$ cat src/rtl/dram_timing_pkg.sv
// ----------------------------------------------------------------------------
// dram_timing_pkg
// Shared DRAM timing constants and the refresh FSM state encoding. The access
// sequencer and the refresh scheduler both import this package, so the two
// blocks always agree on CBR phase lengths.
// ----------------------------------------------------------------------------
package dram_timing_pkg;

    // Refresh sequencer states. Each state is a single CBR phase.
    typedef enum logic [1:0] {
        REF_IDLE      = 2'd0,
        REF_CAS_SETUP = 2'd1,
        REF_RAS_ON    = 2'd2,
        REF_PRECHARGE = 2'd3
    } ref_state_t;

    // Default timing in CLK cycles at 7.09 MHz.
    localparam int DEF_REF_INTERVAL = 109;  // 15.4 us -> 512 rows in 8 ms
    localparam int DEF_MAX_DEBT     = 8;    // refreshes that may be owed
    localparam int DEF_CAS_SETUP    = 1;    // tCSR
    localparam int DEF_RAS_LEN      = 2;    // tRAS
    localparam int DEF_PRECHARGE    = 2;    // tRP

    // The refresh debt is reported on a fixed 4-bit port.
    localparam int DEBT_W = 4;

    function automatic int max3(input int a, input int b, input int c);
        int m;
        m = (a > b) ? a : b;
        return (m > c) ? m : c;
    endfunction

endpackage

$ cat src/rtl/dram_refresh_sched.sv
// ----------------------------------------------------------------------------
// dram_refresh_sched
// CAS-before-RAS refresh scheduler for the FastRAM array. A free-running
// interval counter produces refresh ticks; ticks that cannot be serviced at
// once accumulate as debt. A CBR sequence starts only while the 68000 bus is
// idle and the access sequencer holds no RAS, and once started it always
// runs to completion.
//
// Ports
//   CLK          in   bus clock, all state updates on posedge
//   RESET        in   synchronous, active-high reset
//   ASn          in   synchronised 68000 address strobe, low = bus cycle
//   access_ras   in   access sequencer currently holds RAS
//   ref_cas      out  refresh CAS request (OR'd into both CAS lines)
//   ref_ras      out  refresh RAS request (OR'd into RAS)
//   ref_busy     out  refresh owns the array; access RAS must wait
//   ref_debt     out  outstanding refreshes, 0..MAX_DEBT
//   ref_overflow out  sticky: a tick arrived with the debt already full
// ----------------------------------------------------------------------------
module dram_refresh_sched
    import dram_timing_pkg::*;
#(
    parameter int REF_INTERVAL = DEF_REF_INTERVAL,
    parameter int MAX_DEBT     = DEF_MAX_DEBT,
    parameter int CAS_SETUP    = DEF_CAS_SETUP,
    parameter int RAS_LEN      = DEF_RAS_LEN,
    parameter int PRECHARGE    = DEF_PRECHARGE
) (
    input  logic              CLK,
    input  logic              RESET,
    input  logic              ASn,
    input  logic              access_ras,
    output logic              ref_cas,
    output logic              ref_ras,
    output logic              ref_busy,
    output logic [DEBT_W-1:0] ref_debt,
    output logic              ref_overflow
);

    localparam int CNT_W = $clog2(REF_INTERVAL);
    localparam int PH_W  = $clog2(max3(CAS_SETUP, RAS_LEN, PRECHARGE) + 1);

    localparam logic [CNT_W-1:0]  CNT_RELOAD = CNT_W'(REF_INTERVAL - 1);
    localparam logic [DEBT_W-1:0] DEBT_MAX   = DEBT_W'(MAX_DEBT);
    // Phase counters load N-1 on entry and leave the state when they hit 0.
    localparam logic [PH_W-1:0]   PH_CAS     = PH_W'(CAS_SETUP - 1);
    localparam logic [PH_W-1:0]   PH_RAS     = PH_W'(RAS_LEN - 1);
    localparam logic [PH_W-1:0]   PH_PRE     = PH_W'(PRECHARGE - 1);

    // Every phase must last at least one cycle and the debt must fit 4 bits.
    if (REF_INTERVAL < 2 || MAX_DEBT < 1 || MAX_DEBT > 15 ||
        CAS_SETUP < 1 || RAS_LEN < 1 || PRECHARGE < 1) begin : g_param_check
        $error("dram_refresh_sched: illegal timing parameters");
    end

    logic [CNT_W-1:0] int_cnt;
    logic [PH_W-1:0]  phase;
    ref_state_t       state;
    logic             tick;
    logic             idle_ok;
    logic             start;

    // NOTE: every signal in this block is assigned on every pass, so no
    // latch can be inferred; keep it that way when adding terms.
    always_comb begin
        tick    = (int_cnt == '0);
        idle_ok = ASn & ~access_ras;
        // Uses the debt before this cycle's tick is added.
        start   = (state == REF_IDLE) && (ref_debt != '0) && idle_ok;
    end

    // Free-running interval counter; never stalled by refresh activity.
    // NOTE: sequential state uses non-blocking assignments so every register
    // samples pre-edge values regardless of block ordering.
    always_ff @(posedge CLK) begin
        if (RESET) begin
            int_cnt <= CNT_RELOAD;
        end else if (tick) begin
            int_cnt <= CNT_RELOAD;
        end else begin
            int_cnt <= int_cnt - CNT_W'(1);
        end
    end

    // Debt counter: tick adds, start removes, both together cancel out.
    // A start is only possible with debt > 0, so the count cannot wrap.
    always_ff @(posedge CLK) begin
        if (RESET) begin
            ref_debt     <= '0;
            ref_overflow <= 1'b0;
        end else if (tick && !start) begin
            if (ref_debt == DEBT_MAX) begin
                ref_overflow <= 1'b1;
            end else begin
                ref_debt <= ref_debt + DEBT_W'(1);
            end
        end else if (start && !tick) begin
            ref_debt <= ref_debt - DEBT_W'(1);
        end
    end

    // CBR sequencer. Outputs are registered alongside the state so they change
    // on the same edge as the state they belong to. Leaving PRECHARGE always
    // lands in IDLE for at least one cycle, giving the bus an arbitration slot.
    always_ff @(posedge CLK) begin
        if (RESET) begin
            state    <= REF_IDLE;
            phase    <= '0;
            ref_cas  <= 1'b0;
            ref_ras  <= 1'b0;
            ref_busy <= 1'b0;
        end else begin
            case (state)
                REF_IDLE: begin
                    if (start) begin
                        state    <= REF_CAS_SETUP;
                        phase    <= PH_CAS;
                        ref_cas  <= 1'b1;
                        ref_busy <= 1'b1;
                    end
                end
                REF_CAS_SETUP: begin
                    if (phase == '0) begin
                        state   <= REF_RAS_ON;
                        phase   <= PH_RAS;
                        ref_ras <= 1'b1;
                    end else begin
                        phase <= phase - PH_W'(1);
                    end
                end
                REF_RAS_ON: begin
                    if (phase == '0) begin
                        state   <= REF_PRECHARGE;
                        phase   <= PH_PRE;
                        ref_cas <= 1'b0;
                        ref_ras <= 1'b0;
                    end else begin
                        phase <= phase - PH_W'(1);
                    end
                end
                REF_PRECHARGE: begin
                    if (phase == '0) begin
                        state    <= REF_IDLE;
                        ref_busy <= 1'b0;
                    end else begin
                        phase <= phase - PH_W'(1);
                    end
                end
                default: begin
                    state    <= REF_IDLE;
                    phase    <= '0;
                    ref_cas  <= 1'b0;
                    ref_ras  <= 1'b0;
                    ref_busy <= 1'b0;
                end
            endcase
        end
    end

endmodule

$ cat config.mk
export PLATFORM = sky130hd
export DESIGN_NAME = dram_refresh_sched
export DESIGN_NICKNAME = d
export VERILOG_FILES = /design/src/rtl/dram_timing_pkg.sv /design/src/rtl/dram_refresh_sched.sv
export SDC_FILE = /design/constraint.sdc
export NUM_CORES = 1
export LEC_CHECK = 0
export CAP_MARGIN = 20
export CORE_MARGIN = 8
export CORE_UTILIZATION = 50
export CTS_BUF_LIST = sky130_fd_sc_hd__clkbuf_16
export CTS_CLUSTER_SIZE = 24
export DETAILED_ROUTE_END_ITERATION = 12
export HOLD_SLACK_MARGIN = 0.08
export PLACE_DENSITY = 0.71
export SETUP_SLACK_MARGIN = 0.1
export SYNTH_ARGS = -nofsm -noshare
export SYNTH_HDL_FRONTEND = slang
export SYNTH_SLANG_ARGS = --single-unit
$ cat constraint.sdc
create_clock -name CLK -period 4.1 [get_ports CLK]
set_clock_uncertainty 0.2 [all_clocks]
set_input_delay 0.82 -clock CLK [delete_from_list [all_inputs] [get_ports CLK]]
set_output_delay 0.82 -clock CLK [all_outputs]
set_load 0.01 [all_outputs]
==> Word level (Yosys, flattened, before mapping) <==
Cells that the tools add are included.
Widths: inputs -> output; s select.
{ "word_totals": {"register_bits": 19, "latchBits": 0, "ram_bits": 0, "romBits": 0, "output_inout_bits": 8, "memories": 0} }
{ "classes": {"n_addsub": 4, "mul": 0, "div_mod_pow": 0, "order_cmp": 0, "eq_ne": 10, "n_shift": 0, "mux": 18, "bitwise": 2, "n_reduce_logical": 23} }
{ "op_table": {"columns": ["op", "count"], "rows": [
  ["$mux 2", 7],
  ["$mux 4", 3],
  ["$ne 2x2->1 const B", 6],
  ["$reduce_and 3->1", 3],
  ["$pmux 2 s4", 1],
  ["$reduce_bool 2->1", 4],
  ["$logic_not 7->1", 1],
  ["$sub 7x1->7 const B", 1],
  ["$pmux 1 s2", 3],
  ["$pmux 2 s3", 1],
  ["$reduce_and 2->1", 3],
  ["$add 4x1->4 const B", 1],
  ["$eq 2x2->1 const B", 2],
  ["$eq 4x4->1 const B", 1],
  ["$logic_and 1x1->1", 4],
  ["$logic_not 2->1", 2],
  ["$reduce_and 4->1", 1],
  ["$reduce_bool 4->1", 1],
  ["$reduce_or 2->1", 2],
  ["$sub 4x1->4 const B", 1],
  ["$mux 1", 3],
  ["$eq 2x1->1 const B", 1],
  ["$logic_not 1->1", 2],
  ["$sub 2x1->2 const B", 1],
  ["2 further kinds", 2]
]} }

==> Depth between registers and ports, before layout <==
{ "depth": {"depth_word": 7, "depth_mapped": 11} }

==> Worst setup path before layout <==
OpenSTA, ideal clock, no wires.
{ "synth_path": {"path_kind": "input -> register", "start": "in access_ras", "end": "reg ref_debt[3]", "setup_time_ns": 0.132, "arrival_ns": 2.392, "required_time_ns": 3.768, "slack_ns": 1.375, "stages": 9, "path_cell_list": "and3b_1 -> o21ai_0 -> nand2b_1 -> ha_1 -> a21o_2 -> a21oi_1 -> nand3_1 -> a31oi_1 -> a21oi_1"} }
{ "synth_between": {"elab_chain_cells": 7, "word_cells_on_any_way": 10, "classes_between": "eq/ne: 1; mux: 1; bitwise: 2; reduce/logical: 6"} }
{ "synth_rtl": {"columns": ["item", "line", "text"], "rows": [
  ["start, declared", "dram_refresh_sched.sv:32", "input logic access_ras,"],
  ["$not 1->1 (*)", "dram_refresh_sched.sv:67", "idle_ok = ASn & ~access_ras;"],
  ["$and 1x1->1 (*)", "dram_refresh_sched.sv:67", null],
  ["$logic_and 1x1->1 (*)", "dram_refresh_sched.sv:69", "start = (state == REF_IDLE) && (ref_debt != '0) && idle_ok;"],
  ["$logic_not 1->1", "dram_refresh_sched.sv:91", "end else if (tick && !start) begin"],
  ["$logic_and 1x1->1", "dram_refresh_sched.sv:91", null],
  ["$ne 2x2->1 (no source line) / $reduce_bool 2->1 (equally long branches)", null, null],
  ["$reduce_and 2->1 (no source line)", null, null],
  ["end signal, assigned", "dram_refresh_sched.sv:95", "ref_debt <= ref_debt + DEBT_W'(1);"],
  ["end signal, assigned", "dram_refresh_sched.sv:98", "ref_debt <= ref_debt - DEBT_W'(1);"],
  ["end, declared", "dram_refresh_sched.sv:36", "output logic [DEBT_W-1:0] ref_debt,"]
]} }
Every way passes the cells marked *; elsewhere a longest branch is shown, timed or not.
A chain may end at the register's enable or synchronous reset.

==> Worst setup path after layout <==
Same ends and word-level chain as after synthesis.

==> run summary <==
Status = finished, final reports clean
Synthesis warning total = 0
Cell mode on critical path = a21oi_1
TritonRoute pass-1 iters = 4
Adder-cell share of the synthesized area = 14.1%
Final HPWL DP = 1.43 mm
Maximum clock path buffer count = 2
Leading cell type in the layout, fill and taps excluded = dfxtp_1
Worst-Margin Slew = 0.524 ns
First-pass GRT wire length = 3.68 mm
CTS Hold Bufs = 0
FF+latch count, synth = 19
Combinational power share = 20.0%
Sequential power share = 41.4%
Startpoint class of the critical path = input pin
Post-synthesis mux area share = 5.85%
Vias = 838
Final ANT Viol Nets = 0
H-tree levels = 1
Worst EP arrival = 3.12 ns
Detailed Route WL = 2.02 mm
Avg Synthesized Cell Area = 8.78 µm²
Reg2reg start = ref_debt[0]$_SDFFE_PP0P_
Lkg Pwr = 0.495 nW
Inserted Clock Buffers = 3
Required time of the worst setup path = 4.07 ns
Ant. Diodes = 0
Crit-path max cell delay = 0.46 ns
Row cnt = 16
Final WS setup = 0.948 ns
Final #Nets = 146
CTS clk-pin slew, worst paths = 0.05 ns
Setup TNS = 0 ns
Area Overhead vs Synth = 21.1%
Die Wd = 61.3 µm
Final setup viols = 0
Max FO, Critical Path = 6
Sequential area share after synthesis = 37.0%
Fmax = 0.317 GHz
Slew HR = 65.0%
Share of layout cells above drive strength 1 = 6.92%
Post-CTS resize count = 0
Total GRT Usage = 12.9%
DR iter-0 viols = 12
Final Hold Fails = 0
DR vias/cell = 5.34
Initial antenna violation count = 0
Syn_nets = 132
Routability Congestion = 0.794
Cell area after synthesis = 1030 µm²
Nature of the critical path endpoint = flop
CP startpoint = access_ras
Async S/R FF share, synth = 0%
DP Worst Slack = 0.703 ns
Hold Worst Slack = 0.239 ns
Filler Cell Count = 189
Worst-skew pair later-pin latency = 0.25 ns
Root buffer cell = clkbuf_16
Sw Share = 27.2%
Die area = 3760 µm²
Commonest non-fill, non-tap cells in the layout = dfxtp_1 (19), nor2_1 (18), clkdlybuf4s50_1 (11)
Clock power share = 38.6%
Max VDD drop = 253 µV
Compound-Gate Fraction of Synth Area = 12.4%
RSZ-0062 raised after global routing = no
Gr ovfl total = 0
Simple-gate share of the synthesized area = 21.8%
Max Slew Vio Count = 0
CTS tree = yes
CP Capture Point = ref_debt[3]$_SDFFE_PP0P_
Crit-path cells = clkdlybuf4s50_1 -> and3b_1 -> o21ai_0 -> nand2b_1 -> ha_1 -> a21o_2 -> a21oi_1 -> nand4_1 -> a21o_1 -> a21oi_1
Synth cell types = 32
Main synth FF type = dfxtp_1
Slowest CP cell = clkdlybuf4s50_1
Pin count of the biggest net entering global routing = 15
DR DRC count = 0
Main combinational cell family by area after synthesis = simple AND/OR/NAND/NOR gates
Setup Fix Bufs, Post-CTS = 0
Post-synthesis instance total = 117
Kind of critical path = in -> reg
Final worst-path cycle share = 76.9%
Post-Synth XOR/XNOR Area = 5.12%
Initial Util = 52.9%
Reg2reg path depth = 9
Die Y = 61.3 µm
WL/cell = 12.9 µm
Post-synth EDFFs = 0
Clock sinks = 19
Maximum capacitance violations = 0
Port bufs = 11
Period minus WS final = 3.15 ns
Power Density = 416 nW/µm²
Switching pwr = 0.141 mW
R2R Setup Slk = 1.21 ns
Hold Path Class = reg -> reg
Top Ports = 12
Number of global-route vias before repair = 887
Total core area = 1940 µm²
Internal power = 0.377 mW
Reg2reg end = ref_debt[3]$_SDFFE_PP0P_
## power by group through the flow
| stage | Sequential (mW) | Clock [mW] | Combinational, mW |
|---|---|---|---|
| after floorplan | 0.216 | 0 | 0.0742 |
| after detailed placement | 0.218 | 0 | 0.103 |
| after global routing | 0.216 | 0.213 | 0.118 |
| after CTS | 0.214 | 0.204 | 0.104 |
| final | 0.214 | 0.200 | 0.103 |
| after global placement | 0.217 | 0 | 0.101 |
## cells by family after synthesis
kind of cell             Yosys count
AND/OR/NAND/NOR                   45
AO/OA/AOI/OAI                     21
flip-flops                        19
adder cells (fa/ha/maj)           11
buffers and inverters             10
XOR/XNOR                           6
multiplexers                       5
## synth_stat cells, drive strengths merged, types with 3 or more instances
master	n	share of area, %
a21oi	8	3.9
nand2	7	2.6
mux2i	3	2.9
xnor2	3	2.6
nand2b	3	1.8
o21ai	4	1.9
nor3	4	2.4
xor2	3	2.6
nand3	4	1.9
nor2	18	6.6
dfxtp	19	37
ha	10	12
inv	8	2.9
## critical path, delay by kind of cell
| family | cells | cell delay (ns) |
|---|---|---|
| AND/OR/NAND/NOR | 3 | 0.56 |
| AO/OA/AOI/OAI | 5 | 0.99 |
| adder cells (fa/ha/maj) | 1 | 0.31 |
| buffers and inverters | 1 | 0.46 |
## how the worst min path moves through the flow
stage	startpoint	endpoint	slack [ns]	cells past startpoint
2_1_floorplan	int_cnt[0]$_SDFF_PP0_	int_cnt[0]$_SDFF_PP0_	0.21	1
3_3_place_gp	int_cnt[0]$_SDFF_PP0_	int_cnt[0]$_SDFF_PP0_	0.23	1
3_5_place_dp	int_cnt[0]$_SDFF_PP0_	int_cnt[0]$_SDFF_PP0_	0.23	1
4_1_cts	int_cnt[0]$_SDFF_PP0_	int_cnt[0]$_SDFF_PP0_	0.24	1
5_1_grt	int_cnt[0]$_SDFF_PP0_	int_cnt[0]$_SDFF_PP0_	0.25	1
6_report	int_cnt[0]$_SDFF_PP0_	int_cnt[0]$_SDFF_PP0_	0.24	1
## flip-flops by register name, indices dropped and copies added, names as in the netlist
register and count:
int_cnt 7, ref_ras 1, phase 2, state 2, ref_busy 1, ref_cas 1
ref_debt 4, ref_overflow 1
## per-stage QoR
| stage | instance area, µm² | power (mW) | util (%) | std cells |
|---|---|---|---|---|
| 6_report | 1240 | 0.517 | 64.0 | 157 |
| 5_1_grt | 1240 | 0.548 | 64.0 | 157 |
| 4_1_cts | 1240 | 0.522 | 64.0 | 157 |
| 3_5_place_dp | 1160 | 0.320 | 59.9 | 153 |
| 3_3_place_gp | 1160 | 0.318 | 59.9 | 153 |
| 2_1_floorplan | 1030 | 0.291 | - | 117 |
## area by class of cell
cell class	instances	area (µm²)	share of cell area (%)
Multi-Input combinational cell	88	609	49.0
Sequential cell	19	380	30.6
Timing Repair Buffer	11	110	8.85
Clock buffer	3	75.1	6.04
Tap cell	27	33.8	2.72
Inverter	8	30.0	2.41
Clock inverter	1	5.00	0.402
## metal layers
layer | share of wire, % | track usage [%] | vias up
met5 | 0 | 0 | -
met4 | 0.59 | 6.64 | 0
met3 | 3.3 | 2.71 | 2
met2 | 50 | 22.7 | 9
met1 | 46 | 14.1 | 398
li1 | - | - | 429
Note: power is estimated with default switching activity, not from simulation.
